==> src/rtl/mem_defs_pkg.sv <==
// Access-mode encodings and alignment rule shared by the RAM arbiter and its clients.
package mem_defs;
  localparam logic [2:0] MODE_WORD = 3'b100;
  localparam logic [2:0] MODE_HALF = 3'b010;
  localparam logic [2:0] MODE_BYTE = 3'b001;

  function automatic logic mode_aligned(input logic [2:0] mode, input logic [1:0] a);
    case (mode)
      MODE_WORD: return (a == 2'b00);
      MODE_HALF: return !a[0];
      MODE_BYTE: return 1'b1;
      default:   return 1'b0;
    endcase
  endfunction
endpackage

==> src/rtl/arb_starve_counter.sv <==
// Saturating count of consecutive IF losses; at_max hands IF the next contended cycle.
module arb_starve_counter #(
  parameter int MAX = 4
) (
  input  logic clk,
  input  logic rst,
  input  logic i_inc,
  input  logic i_clr,
  output logic o_at_max
);
  localparam int CW = $clog2(MAX + 1);

  logic [CW-1:0] r_cnt;

  always_ff @(posedge clk or posedge rst) begin
    if (rst)                            r_cnt <= '0;
    else if (i_clr)                     r_cnt <= '0;
    else if (i_inc && r_cnt != CW'(MAX)) r_cnt <= r_cnt + 1'b1;
  end

  assign o_at_max = (r_cnt == CW'(MAX));
endmodule

==> src/rtl/ram_port_arbiter.sv <==
// Single-port RAM arbiter between instruction fetch (IF) and load/store (D) with
// starvation guard, same-cycle RAM drive and one-cycle registered responses.
module ram_port_arbiter
  import mem_defs::*;
#(
  parameter int AW        = 32,
  parameter int DW        = 32,
  parameter int MAX_STALL = 4
) (
  input  logic          clk,
  input  logic          rst,
  input  logic          if_req,
  input  logic [AW-1:0] if_addr,
  output logic          if_gnt,
  output logic          if_rvalid,
  output logic [DW-1:0] if_rdata,
  output logic          if_err,
  input  logic          d_req,
  input  logic          d_we,
  input  logic [2:0]    d_mode,
  input  logic [AW-1:0] d_addr,
  input  logic [DW-1:0] d_wdata,
  output logic          d_gnt,
  output logic          d_rvalid,
  output logic [DW-1:0] d_rdata,
  output logic          d_err,
  output logic          ram_we,
  output logic [2:0]    ram_mode,
  output logic [AW-1:0] ram_address,
  output logic [DW-1:0] ram_wdata,
  input  logic [DW-1:0] ram_rdata
);
  logic w_at_max, w_if_win, w_d_win, w_if_legal, w_d_legal;

  arb_starve_counter #(.MAX(MAX_STALL)) u_starve (
    .clk      (clk),
    .rst      (rst),
    .i_inc    (if_req && !w_if_win),
    .i_clr    (w_if_win),
    .o_at_max (w_at_max)
  );

  assign w_if_win   = if_req && (!d_req || w_at_max);
  assign w_d_win    = d_req && !w_if_win;
  assign w_if_legal = mode_aligned(MODE_WORD, if_addr[1:0]);
  assign w_d_legal  = mode_aligned(d_mode, d_addr[1:0]);
  assign if_gnt     = w_if_win;
  assign d_gnt      = w_d_win;

  // Illegal grants leave the RAM bus at its idle values so nothing is touched.
  always_comb begin
    ram_we      = 1'b0;
    ram_mode    = MODE_WORD;
    ram_address = '0;
    ram_wdata   = '0;
    if (w_if_win && w_if_legal) begin
      ram_address = if_addr;
    end else if (w_d_win && w_d_legal) begin
      ram_we      = d_we;
      ram_mode    = d_mode;
      ram_address = d_addr;
      ram_wdata   = d_wdata;
    end
  end

  always_ff @(posedge clk or posedge rst) begin
    if (rst) begin
      if_rvalid <= 1'b0;
      if_err    <= 1'b0;
      if_rdata  <= '0;
      d_rvalid  <= 1'b0;
      d_err     <= 1'b0;
      d_rdata   <= '0;
    end else begin
      if_rvalid <= w_if_win;
      if_err    <= w_if_win && !w_if_legal;
      if_rdata  <= (w_if_win && w_if_legal) ? ram_rdata : '0;
      d_rvalid  <= w_d_win;
      d_err     <= w_d_win && !w_d_legal;
      d_rdata   <= (w_d_win && w_d_legal && !d_we) ? ram_rdata : '0;
    end
  end
endmodule

==> config.mk <==
export PLATFORM = sky130hd
export DESIGN_NAME = ram_port_arbiter
export DESIGN_NICKNAME = d
export VERILOG_FILES = /design/src/rtl/mem_defs_pkg.sv /design/src/rtl/arb_starve_counter.sv /design/src/rtl/ram_port_arbiter.sv
export SDC_FILE = /design/constraint.sdc
export NUM_CORES = 1
export LEC_CHECK = 0
export CAP_MARGIN = 25
export CORE_MARGIN = 4
export CORE_UTILIZATION = 25
export DETAILED_ROUTE_END_ITERATION = 16
export PLACE_DENSITY = 0.69
export SLEW_MARGIN = 40
export SYNTH_ARGS = -nofsm -noshare
export SYNTH_HDL_FRONTEND = slang
export SYNTH_SLANG_ARGS = --single-unit
==> constraint.sdc <==
create_clock -name clk -period 2.75 [get_ports clk]
set_input_delay 0.6875 -clock clk [delete_from_list [all_inputs] [get_ports clk]]
set_output_delay 0.6875 -clock clk [all_outputs]
set_load 0.02 [all_outputs]
After elaboration in Yosys (flattened, before gate mapping):

Index checks and enable logic that the tools add are counted.

* register bits: 71
* input bits: 136
* logic and storage cells: 45

* eq/ne operators: 5
* add/subtract/negate cells: 1
* reductions and logical operators: 19
* multiplexer cells: 13

Operators by type and width (number)
* two-way mux 32 bit: 6
* two-way mux 3 bit: 4
* logical AND 1 bit: 9
* == test 3 bit (second input constant): 2
* logical NOT 1 bit: 6
* logical NOT 2 bit: 2
* adder 3 x 1 -> 3 bit (second input constant): 1
* == test 3 x 1 -> 1 bit (second input constant): 1
* == test 3 x 2 -> 1 bit (second input constant): 1
* != test 3 bit (second input constant): 1
* one-hot mux 1 bit (3 select lines): 1
* two-way mux 1 bit: 2
* nonzero test 2 bit: 1
* logical OR 1 bit: 1

Depth between registers and ports, before layout:

Gate-level depths: netlist of the first run.

* word-level depth: 8
* mapped depth: 8
* gate-level depth less buffers: 6

Hierarchy:

A second synthesis of the first run with hierarchy kept.

* cells, all modules: 254
* area total of the unflattened synthesis: 3004.1 µm²

By module, submodules not included
* ram_port_arbiter: sequential area each 1701.6 µm², cells each 235, area an instance 2802.7 µm², instances 1
* arb_starve_counter: sequential area each 75.1 µm², cells each 19, area an instance 201.4 µm², instances 1

Least setup slack after synthesis of the first run:

No wires, ideal clock.

* kind: input to output
* start point: in d_mode[1]
* end point: out ram_mode[0]
* path slack: 296 ps
* required time: 2062 ps
* stages: 6
* buffers on the path: 2
* data arrival time: 1767 ps
* cells stage by stage: nor4_1 nand2_1 a21oi_2 buf_4 buf_4 and2_1

* longest elaborated chain between the ends: 5
* elaborated cells between the ends (all ways): 7
* those cells by class: 3 x eq/ne; 3 x mux; 1 x reduce/logical

Ends and longest elaborated chain
* start: declaration: line ram_port_arbiter.sv:20 `input logic [2:0] d_mode,`
* == test 3 x 1 -> 1 bit (tied with other cells): line mem_defs_pkg.sv:8 `case (mode)`
* one-hot mux 1 bit (3 select lines) (*): line mem_defs_pkg.sv:8
* logical AND 1 bit (*): line ram_port_arbiter.sv:58 `end else if (w_d_win && w_d_legal) begin`
* two-way mux 3 bit (*): line ram_port_arbiter.sv:58
* two-way mux 3 bit (*): line ram_port_arbiter.sv:56 `if (w_if_win && w_if_legal) begin`
* end: declaration: line ram_port_arbiter.sv:28 `output logic [2:0] ram_mode,`

Mark *: on every way between the ends. The rest lies on a longest branch, timed or not.

Worst setup path after layout of the first run:

* start point: in d_mode[2]
* end point: out ram_address[16]

* longest elaborated chain between the ends: 5
* elaborated cells between the ends (all ways): 7
* those cells by class: 3 x eq/ne; 3 x mux; 1 x reduce/logical

Ends and longest elaborated chain
* == test 3 x 1 -> 1 bit (tied with other cells): line mem_defs_pkg.sv:8
* one-hot mux 1 bit (3 select lines) (*): line mem_defs_pkg.sv:8
* logical AND 1 bit (*): line ram_port_arbiter.sv:58
* two-way mux 32 bit (*): line ram_port_arbiter.sv:58
* two-way mux 32 bit (*): line ram_port_arbiter.sv:56
* end: declaration: line ram_port_arbiter.sv:29 `output logic [AW-1:0] ram_address,`

Marked as above.

==> flow_summary.ini, run 1 <==
[timing]
tightest_slew_ps = 615
fin_worst_skew_ps = 7.32
max-slew-margin-rel = 0.589
fin_crit_sh = 0.993
slew_violations = 0
rsz0062_at_grt = yes
tns_ps = 0
finalSetupViolCount = 0
hold_violations = 0
post-route-min-period_ps = 2730
fmax_ghz = 0.366

[clock_network]
path_clk_slew_ps = 50
cts_tree = yes
insertion_delay_ps = 320
cts-htree-levels = 3
cts_inserted_buffers = 9
clock-root-buffer = clkbuf_16
clockBufferDepth = 2
ctsHoldBuffers = 0
clock_sinks = 71

[critical_path]
worst-path-max-fanout = 6
cp_slowest_stage_delay_ps = 330
worstSetupEndpointType = primary output
slowest_stage = nor4b_4
crit_path_cell_trace = buf_2 > nor4b_4 > a21oi_4 > a21oi_4 > buf_6 > buf_12 > a22o_1 > buf_4
cp_common_cell = a21oi_4
startpoint_type = input pin
arrival_ps = 2040
critPathKind = in2out
required_ps = 2060

[floorplanning]
fp.coreArea_sq_um = 11500
num_rows = 39
start_util = 0.257
die_y_microns = 117
ioPinCount = 274
die_area_sq_um = 13600
die_w_microns = 117

[yosys]
syn_area_sq_um = 2950
syn-num-nets = 386
synth_cells = 248
syn_avg_cell_area_sq_um = 11.9
synth_top_flop_cell = dfrtp_1
yosysWarnings = 0
synth_top_area_share = 0.602
yosys-top-cells-area = dfrtp_1, and2_1, a22o_1, buf_4, buf_2
synth_seq_area_share = 0.602
yosysUniqueCellTypes = 24
ys_seq_elements = 71
synthTopCellsByCount = and2_1, dfrtp_1, a22o_1
async_flop_share = 1.00
synth_edf_count = 0
synth_area_leader_cell = dfrtp_1
synth.most_common_cell = and2_1

[global_routing]
antenna_found_initial = 2
grt_max_degree = 45
grt_usage = 0.170
overflow = 0
grt_pass1_vias = 3167
grt_pass1_wl_microns = 17500

[hold_path]
min_path_type = reg2reg

[placement]
portBuffers = 273
place.gp.congestion = 0.788
dp_hpwl_microns = 9300

[flow_run]
cap_violations = 0

[routing]
drtIter0Drc = 181
wl_per_cell_microns = 18.0
vias_per_cell = 4.30
drc = 0
vias = 3046
finalWirelength_microns = 12800
first_pass_iters = 4
drt.antenna.violating_nets = 0

[cells_and_area]
area_growth_syn_to_layout_pct = 123
antenna_cells = 0
regArea_sq_um = 1780
nFillCells = 998
drive_gt1_frac = 0.274
multi_input_area_sq_um = 1170
fin_util = 0.574
nets = 698

[power]
power.density_nw_per_um2 = 423
vdd_drop_max_uv = 223
power_leakage_nw = 3.09

[status]
status = complete, no violations
[final timing paths]
| path | start | endpoint | slack, ps | depth (start not counted) |
|---|---|---|---|---|
| worst max-delay path | d_mode[2] | ram_address[16] | 20 | 8 |
| worst min-delay path | u_starve.r_cnt[1] | u_starve.r_cnt[1] | 590 | 2 |
| worst max register to register | u_starve.r_cnt[0] | if_rdata[1] | 1030 | 8 |
| worst min register to register | u_starve.r_cnt[1] | u_starve.r_cnt[1] | 590 | 2 |
| max in group asynchronous | rst | d_rdata[21] | 1340 | 3 |
| min in group asynchronous | rst | d_rdata[13] | 770 | 2 |
[final cells by class]
type	count	share of cell area
repair buffers	317	0.479
clock inverters	6	0.00685
well taps	143	0.0272
flip-flops and latches	71	0.270
clock buffers	10	0.0363
inverters	5	0.00285
multi-input cells	156	0.178
[sequential cells by signal (all words and copies together) (netlist names)]
| signal | count |
|---|---|
| if_err | 1 |
| u_starve.r_cnt | 3 |
| d_rvalid | 1 |
| d_rdata | 32 |
| d_err | 1 |
| if_rdata | 32 |
| if_rvalid | 1 |
[critical path, delay by kind of cell]
family | cells | cell delay [ps]
buffers and inverters | 4 | 570
and+or+nand+nor | 1 | 330
AOI/OAI and AO/OA | 3 | 440
[power by group]
part | internal [mW] | switching [mW] | leakage [nW]
Sequential | 1.07 | 0.0126 | 0.977
Clock | 0.638 | 0.423 | 0.136
Combinational | 0.378 | 0.258 | 1.98
[layer usage]
layer | GRT usage | wire length, microns | part of all wire
met5 | 0 | 23 | 0.0018
met4 | 0.0520 | 267 | 0.021
met3 | 0.0611 | 1230 | 0.096
met2 | 0.278 | 6460 | 0.51
met1 | 0.212 | 4780 | 0.37
[cell families (layout without fill, tap and decap cells)]
| family | Yosys count | in the layout | synth area share |
|---|---|---|---|
| flip-flops | 71 | 71 | 0.602 |
| adder cells (fa/ha/maj) | 2 | 2 | 0.00848 |
| XOR/XNOR | 1 | 1 | 0.00297 |
| AND/OR/NAND/NOR | 117 | 117 | 0.245 |
| AO/OA/AOI/OAI | 36 | 36 | 0.106 |
| buffers and inverters | 21 | 338 | 0.0356 |
[metrics by stage]
stage / area, sq um / setup WS (ps) / total power [mW] / hold slack (ps) / cells
floorplan: 2950 / 266 / 1.29 / 527 / 248
global placement: 5990 / -780 / 1.66 / 558 / 669
detailed placement: 5990 / -748 / 1.67 / 564 / 669
CTS: 6350 / -9.67 / 2.78 / 595 / 705
global route: 6580 / -50.9 / 2.90 / 608 / 708
finish: 6580 / 19.8 / 2.78 / 595 / 708
[cell usage in the layout (no fill, tap or decap), types with 2 or more instances in the layout]
| cell type | netlist | final |
|---|---|---|
| nand2_1 | 5 | 2 |
| clkinvlp_4 | 0 | 2 |
| inv_2 | 0 | 3 |
| dfrtp_1 | 71 | 71 |
| buf_16 | 0 | 5 |
| inv_1 | 5 | 2 |
| buf_6 | 0 | 23 |
| and2_4 | 0 | 6 |
| nand2_2 | 0 | 2 |
| and2_1 | 101 | 95 |
| nor2_1 | 4 | 3 |
| buf_2 | 5 | 24 |
| a22o_1 | 30 | 30 |
| buf_4 | 4 | 54 |
| buf_12 | 0 | 8 |
| clkinv_2 | 0 | 2 |
| clkdlybuf4s50_1 | 0 | 194 |
| dlygate4sd2_1 | 0 | 4 |
| clkbuf_16 | 0 | 11 |
| a21oi_4 | 0 | 2 |
[repair_timing]
action,4_1_cts,5_1_grt
resized for setup,332,74
setup buffers,14,2
pin swaps,9,13
gates cloned,6,3
endpoints found under the setup margin,70,69
endpoints found under the hold margin,0,0
(Power assumes the default switching activity.)
==> inputs of run 2 (changes only) <==
--- a/config.mk
+++ b/config.mk
@@ -10,6 +10,7 @@
 export CORE_UTILIZATION = 25
 export DETAILED_ROUTE_END_ITERATION = 16
 export PLACE_DENSITY = 0.69
+export SKIP_LAST_GASP = 1
 export SLEW_MARGIN = 40
 export SYNTH_ARGS = -nofsm -noshare
 export SYNTH_HDL_FRONTEND = slang
==> constraint.sdc (replaced) <==
create_clock -name clk -period 2.75 [get_ports clk]
set_input_delay 0.6875 -clock clk [delete_from_list [all_inputs] [get_ports clk]]
set_output_delay 0.6875 -clock clk [all_outputs]
set_load 0.005 [all_outputs]
==> run 2 against run 1 <==
Net effect: the run now ends with setup timing left; maximum frequency down 1.4%; clock power about the same; sequential share of layout area up 0.34 points; worst hold slack better by 13 ps; cell count up 0.42%; largest cell class unchanged; highest routed layer unchanged.
==> flow_summary.ini, run 2 (synthesis gave the netlist of run 1 again) <==
[status]
status = finished, violations left
violations = setup timing

[placement]
pre_cts_ws_ps = -714
place.gp.congestion = 0.798
dp_hpwl_microns = 9410
portBuffers = 273

[cells_and_area]
antenna_cells = 0
reg_top3 = d_rdata: 32 flops, if_rdata: 32 flops, u_starve.r_cnt: 3 flops
area_growth_syn_to_layout_pct = 120
layout_common_cells = clkdlybuf4s50_1, and2_1, dfrtp_1, buf_2, a22o_1
drive_gt1_frac = 0.290
final_common_cell = clkdlybuf4s50_1
nets = 701

[routing]
wl_per_cell_microns = 18.4
first_pass_iters = 4
vias_per_cell = 4.28
finalWirelength_microns = 13100
drtIter0Drc = 134
drc = 0
drt.antenna.violating_nets = 0
vias = 3045

[power]
seq_power_share = 0.400
finalPower_mw = 2.71
p_sw_frac = 0.234
power.density_nw_per_um2 = 418
power_frac_clock = 0.394
power_frac_comb = 0.206
intPower_mw = 2.08
p_switching_mw = 0.634
power_leakage_nw = 3.09
vdd_drop_max_uv = 271

[floorplanning]
die_area_sq_um = 13600
fp.coreArea_sq_um = 11500
start_util = 0.257
die_w_microns = 117
die_y_microns = 117
num_rows = 39
ioPinCount = 274

[hold_path]
min_path_type = reg2reg
worstHoldStart = u_starve.r_cnt[1]

[critical_path]
arrival_ps = 2080
worst-path-max-fanout = 6
worstSetupEndpointType = primary output
cp-startpoint = d_mode[2]
r2r_start = u_starve.r_cnt[1]
startpoint_type = input pin
required_ps = 2060
critPathKind = in2out

[global_routing]
overflow = 0
antenna_found_initial = 2
grt_pass1_wl_microns = 18400
grt_usage = 0.180
grt_pass1_vias = 3250
grt_max_degree = 72

[timing]
fin_worst_skew_ps = 6.37
slew_violations = 0
finalSetupViolCount = 6
setup_slack_ps = -18.6
fmax_ghz = 0.361
rsz0062_at_grt = yes
post-route-min-period_ps = 2770
whs_ps = 608
fin_crit_sh = 1.01
hold_violations = 0
tightest_slew_ps = 356
max-slew-margin-rel = 0.763

[clock_network]
path_clk_slew_ps = 60
clock_sinks = 71
clockBufferDepth = 2
cts_inserted_buffers = 9
ctsHoldBuffers = 0
insertion_delay_ps = 320
cts-htree-levels = 3
cts_tree = yes
clock-root-buffer = clkbuf_16

[flow_run]
cap_violations = 0
[run 2: changes by cell type in the layout (fill, tap and decap cells not counted), sizes merged]
| cell | delta |
|---|---|
| dlymetal6s2s | -1 |
| dlygate4sd2 | -1 |
| clkbuf | +10 |
| clkdlybuf4s50 | +2 |
| clkdlybuf4s15 | +1 |
| buf | -8 |
[run 2: area by class of cell]
type                       count  area [sq um]
multi-input combinational    156          1190
timing repair buffer         320          3040
tap                          143           179
clock inverter                 6          45.0
sequential                    71          1780
inverter                       5          18.8
clock buffer                  10           239
fill                        1006          4970
[run 2: repair_timing]
action / in CTS / in global routing
gates resized for setup: 314 / 40
endpoints found under the hold margin: 0 / 0
buffers inserted: 22 / 2
cloned: 7 / 1
pin swaps: 11 / 17
setup endpoints to repair: 70 / 55
[run 2: worst max-delay path, cell delays in order]
cell,delay (ps)
buf_8,100
nor4b_4,320
a21oi_4,70
a21oi_4,180
buf_6,120
buf_6,110
buf_6,130
buf_16,120
a22o_1,130
buf_2,100
[run 2: path summary, 6_finish.rpt]
path                       slack [ps]  depth (start not counted)                end
setup / recovery                  -20                         10    ram_address[21]
max in group asynchronous        1700                          3         d_rdata[0]
hold reg to reg                   610                          2  u_starve.r_cnt[1]
min in group asynchronous         770                          3       if_rdata[12]
setup reg to reg                  910                         11        if_rdata[0]
hold / removal                    610                          2  u_starve.r_cnt[1]
[run 2: per-layer routing]
metal  up-vias  GRT usage  part of all wire
li1       1443          -                 -
met1      1447      0.225              0.38
met2       137      0.297              0.51
met3        14     0.0601             0.091
met4         4     0.0543             0.017
met5         -          0            0.0018
[run 2: power by group through the flow]
stage | Sequential [mW] | Clock, mW | Combinational (mW)
finish | 1.08 | 1.07 | 0.559
global route | 1.09 | 1.14 | 0.602
CTS | 1.08 | 1.10 | 0.561
detailed placement | 1.10 | 0 | 0.494
global placement | 1.10 | 0 | 0.488
floorplan | 1.10 | 0 | 0.115
[run 2: through the flow]
stage	instance area, sq um	utilization	setup TNS, ps	instances
after global placement	5990	0.522	-45310	668
after CTS	6570	0.573	-259	712
after global routing	6490	0.566	-698	711
after floorplan	2950	-	0	248
final	6490	0.566	-79.3	711
after detailed placement	5990	0.522	-45470	668
==> inputs of run 3 (changes only) <==
--- a/config.mk
+++ b/config.mk
@@ -9,7 +9,7 @@
 export CORE_MARGIN = 4
 export CORE_UTILIZATION = 25
 export DETAILED_ROUTE_END_ITERATION = 16
-export PLACE_DENSITY = 0.69
+export PLACE_DENSITY = 0.72
 export SKIP_LAST_GASP = 1
 export SLEW_MARGIN = 40
 export SYNTH_ARGS = -nofsm -noshare
==> constraint.sdc (replaced) <==
create_clock -name clk -period 2.54 [get_ports clk]
set_input_delay 0.635 -clock clk [delete_from_list [all_inputs] [get_ports clk]]
set_output_delay 0.635 -clock clk [all_outputs]
set_load 0.005 [all_outputs]
==> run 3 against run 2 <==
Net effect: the flow still finishes with violations (setup timing); die area is the same; cell count shrank 0.42%; global-route usage grew 0.83 points; clock power grew 5%; combinational power grew 11%; sequential power grew 9%; critical path type unchanged; critical endpoint is now ram_mode[2]; largest cell class unchanged; largest power group unchanged; highest routed layer unchanged.
==> flow_summary.ini, run 3 (synthesis gave the netlist of run 1 again) <==
[clock_network]
insertion_delay_ps = 320
cts-htree-levels = 3
cts_tree = yes
clock_sinks = 71
path_clk_slew_ps = 60
clock-root-buffer = clkbuf_16
clockBufferDepth = 2
cts_inserted_buffers = 9

[timing]
finalSetupViolCount = 41
rsz0062_at_grt = yes
post-route-min-period_ps = 2620
hold_violations = 0
tns_ps = -1110
max-slew-margin-rel = 0.754
fin_crit_sh = 1.03
fmax_ghz = 0.381
fin_worst_skew_ps = 5.39
tightest_slew_ps = 369
slew_violations = 0
setup_slack_ps = -82.3

[critical_path]
required_ps = 1900
cp_slowest_stage_delay_ps = 330
worstSetupEndpointType = primary output
cp_num_buf_inv = 5
crit_path_cell_trace = buf_8 > nor4b_4 > a21oi_4 > buf_4 > buf_4 > buf_4 > or3_4 > buf_6
arrival_ps = 1990
startpoint_type = input pin
cp_common_cell = buf_4
worst-path-max-fanout = 3
critPathKind = in2out
critPathTopFamily = simple AND/OR/NAND/NOR gates
r2r_slack_ps = 650
slowest_stage = nor4b_4

[global_routing]
antenna_found_initial = 1
grt_usage = 0.188
grt_pass1_wl_microns = 19000
grt_max_degree = 72
grt_pass1_vias = 3392
overflow = 0

[placement]
placed_area_sq_um = 6010
dp_hpwl_microns = 10000
place.gp.congestion = 0.867
portBuffers = 273

[power]
p_switching_mw = 0.683
intPower_mw = 2.23
p_sw_frac = 0.234
seq_power_share = 0.403
power_leakage_nw = 3.13
vdd_drop_max_uv = 249
power_frac_clock = 0.385
power.density_nw_per_um2 = 440
power_frac_comb = 0.212

[floorplanning]
start_util = 0.257
fp.coreArea_sq_um = 11500
num_rows = 39
die_y_microns = 117
die_area_sq_um = 13600
die_w_microns = 117
ioPinCount = 274

[flow_run]
cap_violations = 0

[cells_and_area]
nets = 698
final_common_cell = clkdlybuf4s50_1
stdcell_area_sq_um = 6620
layout_common_cells = clkdlybuf4s50_1, and2_1, dfrtp_1, buf_2, buf_6
drive_gt1_frac = 0.312
nFillCells = 950
antenna_cells = 0
area_growth_syn_to_layout_pct = 124
reg_top3 = d_rdata: 32 flops, if_rdata: 32 flops, u_starve.r_cnt: 3 flops

[routing]
finalWirelength_microns = 13700
drc = 0
drtIter0Drc = 140
vias = 3044
wl_per_cell_microns = 19.3
vias_per_cell = 4.30
drt.antenna.violating_nets = 0
first_pass_iters = 4

[hold_path]
min_path_type = reg2reg

[status]
violations = setup timing
status = finished, violations left
## run 3: cell types whose count changed in the layout (fill, tap and decap cells not counted), moves of 2 or more
cell,delta
clkbuf_2,-11
buf_2,-9
buf_16,-2
clkdlybuf4s15_2,-2
dlymetal6s2s_1,+2
buf_6,+17
and2_1,-14
dlygate4sd2_1,-2
buf_12,+5
and2_4,+14
## run 3: worst paths after layout
path	to	start	cells after the start
worst max register to register	if_rdata[3]	u_starve.r_cnt[0]	11
min in group asynchronous	if_rdata[18]	rst	3
worst min register to register	u_starve.r_cnt[1]	u_starve.r_cnt[1]	2
worst max-delay path	ram_mode[2]	d_mode[0]	8
worst min-delay path	u_starve.r_cnt[1]	u_starve.r_cnt[1]	2
max in group asynchronous	if_rdata[0]	rst	3
## run 3: metal layers
| layer | global-route usage | up-vias | part of all wire |
|---|---|---|---|
| met5 | 0 | - | 0.00051 |
| met4 | 0.0596 | 2 | 0.021 |
| met3 | 0.0653 | 18 | 0.085 |
| met2 | 0.307 | 137 | 0.50 |
| met1 | 0.236 | 1444 | 0.39 |
| li1 | - | 1443 | - |
## run 3: worst min-delay path: cells and delay by family (launching register included)
family / cells / cell delay, ps
DFF: 1 / 390
buffers and inverters: 1 / 80
AOI/OAI and AO/OA: 1 / 80
## run 3: what timing repair did
action,in CTS,in global routing
hold buffers,0,0
pin swaps,56,17
cloned,9,0
setup buffers,19,1
resized for setup,373,25
setup endpoints to repair,70,70
## run 3: cell type report
class | instances | area, sq um | share of cell area
well taps | 143 | 179 | 0.0270
clock inverters | 6 | 45.0 | 0.00680
flip-flops and latches | 71 | 1780 | 0.268
inverters | 5 | 18.8 | 0.00283
repair buffers | 317 | 3140 | 0.474
clock buffers | 10 | 229 | 0.0346
multi-input cells | 156 | 1230 | 0.186
## run 3: power groups by stage
stage	sequential [mW]	combinational [mW]	clock [mW]
floorplan	1.19	0.124	0
finish	1.18	0.619	1.12
global placement	1.19	0.537	0
CTS	1.18	0.628	1.16
detailed placement	1.19	0.543	0
global route	1.18	0.660	1.21
## run 3: per-stage QoR
step / cells / hold WS (ps) / setup slack, ps / utilization / total power [mW]
2_1_floorplan: 248 / 527 / 108 / - / 1.32
3_3_place_gp: 670 / 546 / -808 / 0.524 / 1.73
3_5_place_dp: 670 / 565 / -817 / 0.524 / 1.74
4_1_cts: 714 / 602 / -93.6 / 0.581 / 2.96
5_1_grt: 708 / 620 / -145 / 0.578 / 3.04
6_report: 708 / 592 / -82.3 / 0.578 / 2.92
